[src/rtl/vector_serializer.sv]
// vector_serializer
//   Parallel-in, serial-out lane unloader. One WIDTH*DEPTH-bit word is taken
//   per input handshake and emitted as DEPTH WIDTH-bit lanes on a valid/ready
//   stream, most-significant lane first. A sink that shifts the lanes left into
//   a DEPTH x WIDTH register gets the original word back bit-exact.
//
// Ports
//   clk        rising-edge clock
//   reset      asynchronous, active-high reset
//   in_data    parallel word, lane k = in_data[WIDTH*(k+1)-1 : WIDTH*k]
//   in_valid   in_data is valid
//   in_ready   a word can be loaded this cycle (combinational from out_ready)
//   out_data   current lane (top slice of the shift register)
//   out_valid  out_data is valid
//   out_ready  sink accepts out_data this cycle
//   out_last   current lane is lane 0, the final lane of the word
module vector_serializer #(
  parameter int WIDTH = 8,
  parameter int DEPTH = 4
) (
  input  logic                   clk,
  input  logic                   reset,
  input  logic [WIDTH*DEPTH-1:0] in_data,
  input  logic                   in_valid,
  output logic                   in_ready,
  output logic [WIDTH-1:0]       out_data,
  output logic                   out_valid,
  input  logic                   out_ready,
  output logic                   out_last
);

  localparam int VEC_W = WIDTH * DEPTH;
  localparam int CNT_W = $clog2(DEPTH);
  localparam logic [CNT_W-1:0] CNT_LAST = CNT_W'(DEPTH - 1);

  typedef enum logic {
    IDLE = 1'b0,
    SEND = 1'b1
  } state_t;

  state_t             state_reg, state_next;
  logic [CNT_W-1:0]   cnt_reg, cnt_next;
  logic [VEC_W-1:0]   s_reg, s_next;

  logic busy;
  logic at_last;
  logic load;
  logic beat;

  assign busy    = (state_reg == SEND);
  assign at_last = (cnt_reg == CNT_LAST);

  // A new word may enter while the final lane is being accepted, which is
  // what gives back-to-back words with no idle cycle in between.
  assign in_ready = !busy || (out_ready && at_last);
  assign load     = in_valid && in_ready;
  assign beat     = busy && out_ready;

  // Outputs are pure functions of registered state (plus out_ready for
  // in_ready); nothing on the input data path reaches them combinationally.
  assign out_data  = s_reg[VEC_W-1 -: WIDTH];
  assign out_valid = busy;
  assign out_last  = busy && at_last;

  always_ff @(posedge clk or posedge reset) begin
    if (reset) begin
      state_reg <= IDLE;
      cnt_reg   <= '0;
      s_reg     <= '0;
    end else begin
      state_reg <= state_next;
      cnt_reg   <= cnt_next;
      s_reg     <= s_next;
    end
  end

  always_comb begin
    state_next = state_reg;
    cnt_next   = cnt_reg;
    s_next     = s_reg;
    unique case (state_reg)
      IDLE: begin
        if (load) begin
          state_next = SEND;
          cnt_next   = '0;
          s_next     = in_data;
        end
      end
      SEND: begin
        if (beat) begin
          if (at_last) begin
            if (load) begin
              // Final lane leaves as the next word arrives: stay in SEND.
              cnt_next = '0;
              s_next   = in_data;
            end else begin
              state_next = IDLE;
              cnt_next   = '0;
              s_next     = '0;
            end
          end else begin
            // Left shift with zero fill; the sink reassembles by shifting left.
            cnt_next = cnt_reg + CNT_W'(1);
            s_next   = {s_reg[VEC_W-WIDTH-1:0], {WIDTH{1'b0}}};
          end
        end
      end
      default: begin
        state_next = IDLE;
        cnt_next   = '0;
        s_next     = '0;
      end
    endcase
  end

endmodule

[config.mk]
export PLATFORM = sky130hd
export DESIGN_NAME = vector_serializer
export DESIGN_NICKNAME = d
export VERILOG_FILES = /design/src/rtl/vector_serializer.sv
export SDC_FILE = /design/constraint.sdc
export NUM_CORES = 1
export LEC_CHECK = 0
export ABC_CLOCK_PERIOD_IN_PS = 1550
export CAP_MARGIN = 10
export CORE_ASPECT_RATIO = 2
export CORE_UTILIZATION = 42
export CTS_CLUSTER_DIAMETER = 200
export DETAILED_ROUTE_END_ITERATION = 7
export PLACE_DENSITY = 0.88
export SYNTH_ARGS = -nofsm -noshare
export SYNTH_HDL_FRONTEND = slang
export SYNTH_SLANG_ARGS = --single-unit
[constraint.sdc]
create_clock -name clk -period 1.55 [get_ports clk]
set_input_delay 0.2325 -clock clk [delete_from_list [all_inputs] [get_ports clk]]
set_output_delay 0.2325 -clock clk [all_outputs]
set_load 0.05 [all_outputs]
==> summary.md, run 1 <==
| Metric | Value |
|---|---|
| Final #Nets | `210` |
| Post-Syn Nets | `161` |
| Met1 wire length | `roughly 1600 um` |
| Synth area leader | `dfrtp_1` |
| FMAX | `0.612 GHz` |
| Async SR Flop Fraction | `100%` |
| DRC Markers | `0` |
| LEAKAGE | `1.10 nW` |
| Critical path buffer and inverter count | `3` |
| Largest net degree at the start of global routing | `33` |
| Final period util | `105%` |
| Commonest cells post-synth | `35 x dfrtp_1, 24 x a221o_1, 24 x and3_1` |
| Total global-route track usage | `21.3%` |
| WL final | `approximately 4000 um` |
| Die Height | `88.3 um` |
| Vias in the first global route | `1246` |
| Dpl hpwl | `2480 um` |
| Via/cell ratio | `5.81` |
| Die width | `45.1 um` |
| WP data required | `around 1300 ps` |
| First-pass GRT wire length | `between 6000 and 7000 um` |
| Relative slew margins | `52.0%` |
| CP startpoint kind | `register` |
| Outcome | `complete, but fails checks` |
| Finished Layout Cells | `222` |
| Worst setup startpoint | `cnt_reg[0]` |
| Max-slew violation count | `0` |
| Slew @ Worst Pin | `716 ps` |
| Slowest CP cell | `dfrtp_1` |
| WHS | `254 ps` |
| Yosys cell types | `19` |
| WL met2 | `a little over 2000 um` |
| Pwr dens | `1650 mW/mm^2` |
| Initial Util | `43.8%` |
| Num rows | `31` |
| Failing checks | `negative setup slack` |
| Post-synth EDFFs | `0` |
| Area Overhead vs Synth | `51.6%` |
| Drt wl/cell | `18.0 um` |
| CTS HTree Levels | `2` |
| CTS tree | `built` |
| N_diodes | `0` |
| Total gr overflow | `0` |
| WL met3 | `260 um` |
| Top cell type's share of synthesized area | `56.0%` |
| Crit path max-delay family | `flip-flops` |
| Hold/Removal Path Class | `in -> async` |
| CP cell instances | `ha_4, a21boi_4, buf_6, inv_4, buf_12` |
| Final min period | `1630 ps` |
| Inst Count DP | `211` |
| Cells after synthesis | `roughly 120` |
| Most frequent cell after synthesis | `dfrtp_1` |
| DIE AREA | `0.00398 sq mm` |
| Peak supply drop | `1.02 mV` |
| Crit path max fanout | `3` |
| Clock Skews | `~6.4 ps` |
| RR Endpoint | `s_reg[27]` |
| Synth Area per Inst | `around 13 sq um` |
| IO Pins | `47` |
| Post-Syn Area | `0.00156 sq mm` |
| CP Capture Point | `in_ready` |
| Via count | `~1300` |
| FF-to-FF path depth | `4` |
| RSZ-0062 raised after global routing | `true` |
| Main synth FF type | `dfrtp_1` |
| CP max stage delay | `410 ps` |
| Max-cap viol count | `0` |
| Register area share after synthesis | `56.0%` |
| RePlAce Congestion | `0.747` |
| CTS max path bufs | `2` |
| Design Power | `a little under 4 mW` |
| Layout cells sized above 1 | `37.0%` |
| # hold bufs at CTS | `0` |
| Worst slack at placement | `-620 ps` |
| Top Metal Used | `met4` |
| R2r startpoint | `cnt_reg[0]` |
| Initial antenna violation count | `0` |
| Worst Path Arrival | `1400 ps` |
| Element type at the critical path end | `primary output` |
| Port Buffer Count | `between 40 and 50` |
| Max reg flops | `32` |
| CTS Buf Count | `5` |
| CTS root buf | `clkbuf_8` |
| Synth top area cells | `dfrtp_1 56%, a221o_1 15%, and3_1 9.6%` |
| Setup ws final | `-83.5 ps` |
| Drt initial violations | `56` |
| Final ANT Viol Nets | `0` |
| Hold Fails Final Rpt | `0` |
| Reg2reg setup slack | `-10 ps` |
| Total core area | `0.00357 sq mm` |
| DRT Pass-1 Iters | `4` |
| Yosys warning total | `0` |
| WS Path Type | `reg -> out` |
| Clock Sinks | `35` |
| Seq cells post-synth | `35` |
| WP depth | `5` |
| Util after Layout | `66.4%` |
| Number of endpoints failing setup at the final stage | `12` |
| Clk pin slew, worst setup/hold paths | `70 ps` |
| Worst-Skew Late Latency | `290 ps` |
## cell families (layout without fill, tap and decap cells)
family	Yosys count	in the layout	synth area share [%]
adder cells (fa/ha/maj)	1	1	0.801
multiplexers	2	3	1.36
flip-flops	35	35	56.0
AND/OR/NAND/NOR	30	31	11.7
buffers and inverters	21	68	8.57
AO/OA/AOI/OAI	35	35	21.5
## worst min-delay path: stages
cell and delay (ps):
clkdlybuf4s50_1 400, inv_1 70, buf_4 200
## timing repair
action / 4_1_cts / 5_1_grt
resized for setup: 10 / 3
endpoints found under the setup margin: 34 / 34
pin swaps: 3 / 4
hold endpoints to repair: 0 / 0
buffers inserted: 0 / 2
gates cloned: 1 / 1
## per-stage QoR
step                      setup TNS, ps  cell area [sq um]
after floorplan                    -477               1690
after global placement           -15430               2200
after detailed placement         -18820               2200
after CTS                         -44.6               2340
after global routing              -1430               2370
final                              -159               2370
## layout make-up
type                    instances  area (sq um)
fillers                       272          1200
flip-flops and latches         35           877
multi-input cells              70           731
repair buffers                 59           603
clock buffers                   6          82.6
well taps                      49          61.3
inverters                       2          10.0
clock inverters                 1          5.00
## how the worst min path moves through the flow
stage	from	end	cells after the start
final	reset	s_reg[7]	3
after detailed placement	s_reg[7]	s_reg[7]	1
after global routing	reset	s_reg[7]	3
after CTS	reset	s_reg[7]	3
after floorplan	in_valid	out_valid	1
after global placement	s_reg[6]	s_reg[6]	1
## metal layers
metal / vias to the layer above / GRT usage, %
met2: 54 / 33.1
met5: - / 0
li1: 577 / -
met1: 650 / 27.9
met4: 0 / 7.44
met3: 8 / 6.53
## cells in the final DEF (no fill, tap or decap), types with 2 or more instances in the layout
cell type,count
dfrtp_1,34
clkdlybuf4s50_1,34
and3_1,3
a221o_1,24
buf_6,2
buf_4,17
a22o_1,8
nand2_1,2
nor2b_2,2
buf_12,5
and3_4,21
clkbuf_8,6
mux2_4,2
## power breakdown
group	internal [mW]	leakage, nW	switching, mW
clock network	0.348	0.0470	0.320
registers	1.23	0.464	0.207
logic	0.867	0.591	0.934
total	2.45	1.10	1.46
Power figures use the tool's default switching activity.
==> run 2, diff against run 1 <==
--- a/config.mk
+++ b/config.mk
@@ -7,9 +7,9 @@
 export LEC_CHECK = 0
 export ABC_CLOCK_PERIOD_IN_PS = 1550
 export CAP_MARGIN = 10
-export CORE_ASPECT_RATIO = 2
 export CORE_UTILIZATION = 42
 export CTS_CLUSTER_DIAMETER = 200
+export CTS_CLUSTER_SIZE = 30
 export DETAILED_ROUTE_END_ITERATION = 7
 export PLACE_DENSITY = 0.88
 export SYNTH_ARGS = -nofsm -noshare
==> run 2 against run 1 <==
The run still ends with negative setup slack left. Worst hold slack got worse by 26 ps. Via count fell by 1.3%. Clock power rose by 27%. Combinational power rose by 3%. Register-to-register slack barely moved. Highest routed layer unchanged.
==> summary.md, run 2 (synthesis results as in run 1) <==
| Metric | Value |
|---|---|
| Outcome | `complete, but fails checks` |
| Failing checks | `negative setup slack` |
| Clock Sinks | `35 (unchanged)` |
| RePlAce Congestion | `0.712 (-4.6%)` |
| Element type at the critical path end | `register` |
| Max-slew violation count | `0 (unchanged)` |
| Num rows | `21 (-32%)` |
| Number of fill cells | `235 (-14%)` |
| Slowest CP cell | `dfrtp_1` |
| Commonest cells after routing, fill and taps aside | `34 x dfrtp_1, 34 x clkdlybuf4s50_1, 24 x a221o_1` |
| Final min period | `1560 ps (-68.7 ps)` |
| Area Overhead vs Synth | `58.2%` |
| Drt wl/cell | `18.5 um (+3.0%)` |
| Total core area | `0.00344 sq mm (-3.5%)` |
| N_diodes | `0 (unchanged)` |
| CP cell instances | `ha_4, a21boi_4, buf_6, nor2b_2, a221o_1` |
| DRC Markers | `0 (unchanged)` |
| Number of endpoints failing setup at the final stage | `5 (-7)` |
| CTS root buf | `clkbuf_8` |
| Worst-Skew Late Latency | `290 ps (about the same)` |
| Via count | `1272 (-1.3%)` |
| WL final | `4150 um (+4.0%)` |
| Hold Fails Final Rpt | `0 (unchanged)` |
| Crit path max fanout | `6 (+3)` |
| FMAX | `0.639 GHz (+4.4%)` |
| CTS HTree Levels | `2 (unchanged)` |
| FF-to-FF path depth | `5 (+1)` |
| Max reg flops | `32 (unchanged)` |
| Layout cells sized above 1 | `37.1% (+0.084 points)` |
| Reg area | `877 sq um (unchanged)` |
| Largest net degree at the start of global routing | `28 (-15%)` |
| Total gr overflow | `0 (unchanged)` |
| Clock Skews | `7.91 ps (+1.51 ps)` |
| Dpl hpwl | `2420 um (-2.4%)` |
| Setup ws final | `-14.8 ps (+68.7 ps)` |
| Port Buffer Count | `46 (unchanged)` |
| CTS max path bufs | `2 (unchanged)` |
| Multi-input gate area | `764 sq um (+4.6%)` |
| DRT Pass-1 Iters | `4 (unchanged)` |
| Final #Nets | `214 (+1.9%)` |
| Hold/Removal Path Class | `in -> async` |
| Pwr dens | `1680 mW/mm^2 (+1.9%)` |
| IO Pins | `47 (unchanged)` |
| WS Path Type | `reg -> reg` |
| CTS Buf Count | `5 (unchanged)` |
| Max-cap viol count | `0 (unchanged)` |
| Initial antenna violation count | `0 (unchanged)` |
| LEAKAGE | `1.16 nW (+5.1%)` |
| Total global-route track usage | `20.9% (-0.44 points)` |
| WP data required | `1720 ps (+400 ps)` |
| Die width | `63 um (+40%)` |
| Design Power | `4.15 mW (+6.3%)` |
| Final ANT Viol Nets | `0 (unchanged)` |
| Relative slew margins | `74.2% (+22 points)` |
| # hold bufs at CTS | `0 (unchanged)` |
| Die Height | `63 um (-29%)` |
| First-pass GRT wire length | `6240 um (+1.1%)` |
| Peak supply drop | `0.782 mV (-23%)` |
| CP max stage delay | `420 ps (about the same)` |
| Clk pin slew, worst setup/hold paths | `70 ps (about the same)` |
| RSZ-0062 raised after global routing | `true` |
| DIE AREA | `0.00397 sq mm (-0.36%)` |
| Slew @ Worst Pin | `386 ps (-330 ps)` |
| Via/cell ratio | `5.68 (-2.2%)` |
| Worst Path Arrival | `1730 ps (+330 ps)` |
| Drt initial violations | `67 (+20%)` |
| Final period util | `101% (-4.4 points)` |
| Initial Util | `45.4% (+1.6 points)` |
| Post-route cell area | `0.00247 sq mm (+4.3%)` |
| Vias in the first global route | `1214 (-2.6%)` |
| CP startpoint kind | `register` |
| Placed Area | `0.00222 sq mm (+1.2%)` |
| CTS tree | `built` |
## run 2: changes by cell type in the layout (fill, tap and decap cells not counted), sizes merged
| cell | delta |
|---|---|
| bufinv | +1 |
| nor2b | +1 |
| buf | +1 |
| mux2 | +2 |
## run 2: final cells by class
cell class                      instances  area share [%]
Clock inverter                          2            1.42
Timing Repair Buffer                   60            26.2
Clock buffer                            6            3.34
Inverter                                2           0.304
Sequential cell                        35            35.5
Tap cell                               46            2.33
Multi-Input combinational cell         73            30.9
## run 2: path summary, 6_finish.rpt
kind	startpoint	endpoint	slack (ps)
max	cnt_reg[1]	s_reg[17]	-10
min	reset	s_reg[24]	230
max reg2reg	cnt_reg[1]	s_reg[17]	-10
min reg2reg	s_reg[4]	s_reg[4]	510
max in group asynchronous	reset	out_valid	840
min in group clk	in_valid	out_valid	470
## run 2: layer usage
metal / routed length (um) / up-vias / GRT usage (%)
met3: 252 / 5 / 4.38
met4: 42 / 0 / 9.59
met5: 0 / - / 0
li1: - / 593 / -
met2: 2070 / 54 / 32.1
met1: 1780 / 620 / 28.1
## run 2: metrics by stage
stage | hold WS [ps] | utilization (%) | std cells | setup TNS [ps] | setup slack [ps]
floorplan | 345 | - | 124 | -477 | -23.8
global placement | 478 | 64.6 | 207 | -12300 | -417
detailed placement | 490 | 64.6 | 207 | -13660 | -465
CTS | 234 | 69.1 | 218 | 0 | 6.29
global route | 255 | 71.8 | 224 | -752 | -48.2
finish | 229 | 71.8 | 224 | -30.2 | -14.8
## run 2: power breakdown
| part | switching, mW | leakage, nW | total (mW) | internal (mW) |
|---|---|---|---|---|
| Clock | 0.327 | 0.0612 | 0.847 | 0.520 |
| Combinational | 0.951 | 0.633 | 1.86 | 0.913 |
| Sequential | 0.211 | 0.464 | 1.44 | 1.23 |
## run 2: timing repair
action | 4_1_cts | 5_1_grt
gates cloned | 2 | 3
gates resized for setup | 3 | 9
endpoints found under the setup margin | 33 | 32
pin swaps | 2 | 1
setup buffers | 2 | 3
## run 2: critical path, delay by kind of cell, from the launching register on
family                   cells  cell delay, ps
AO/OA/AOI/OAI                2             580
flip-flops                   1             420
adder cells (fa/ha/maj)      1             190
buffers and inverters        1             160
AND/OR/NAND/NOR              1              90
==> run 3, diff against run 2 <==
--- a/config.mk
+++ b/config.mk
@@ -12,6 +12,7 @@
 export CTS_CLUSTER_SIZE = 30
 export DETAILED_ROUTE_END_ITERATION = 7
 export PLACE_DENSITY = 0.88
+export SLEW_MARGIN = 20
 export SYNTH_ARGS = -nofsm -noshare
 export SYNTH_HDL_FRONTEND = slang
 export SYNTH_SLANG_ARGS = --single-unit
==> results of run 3 <==
No change in the layout: final DEF, timing and power equal those of run 2.
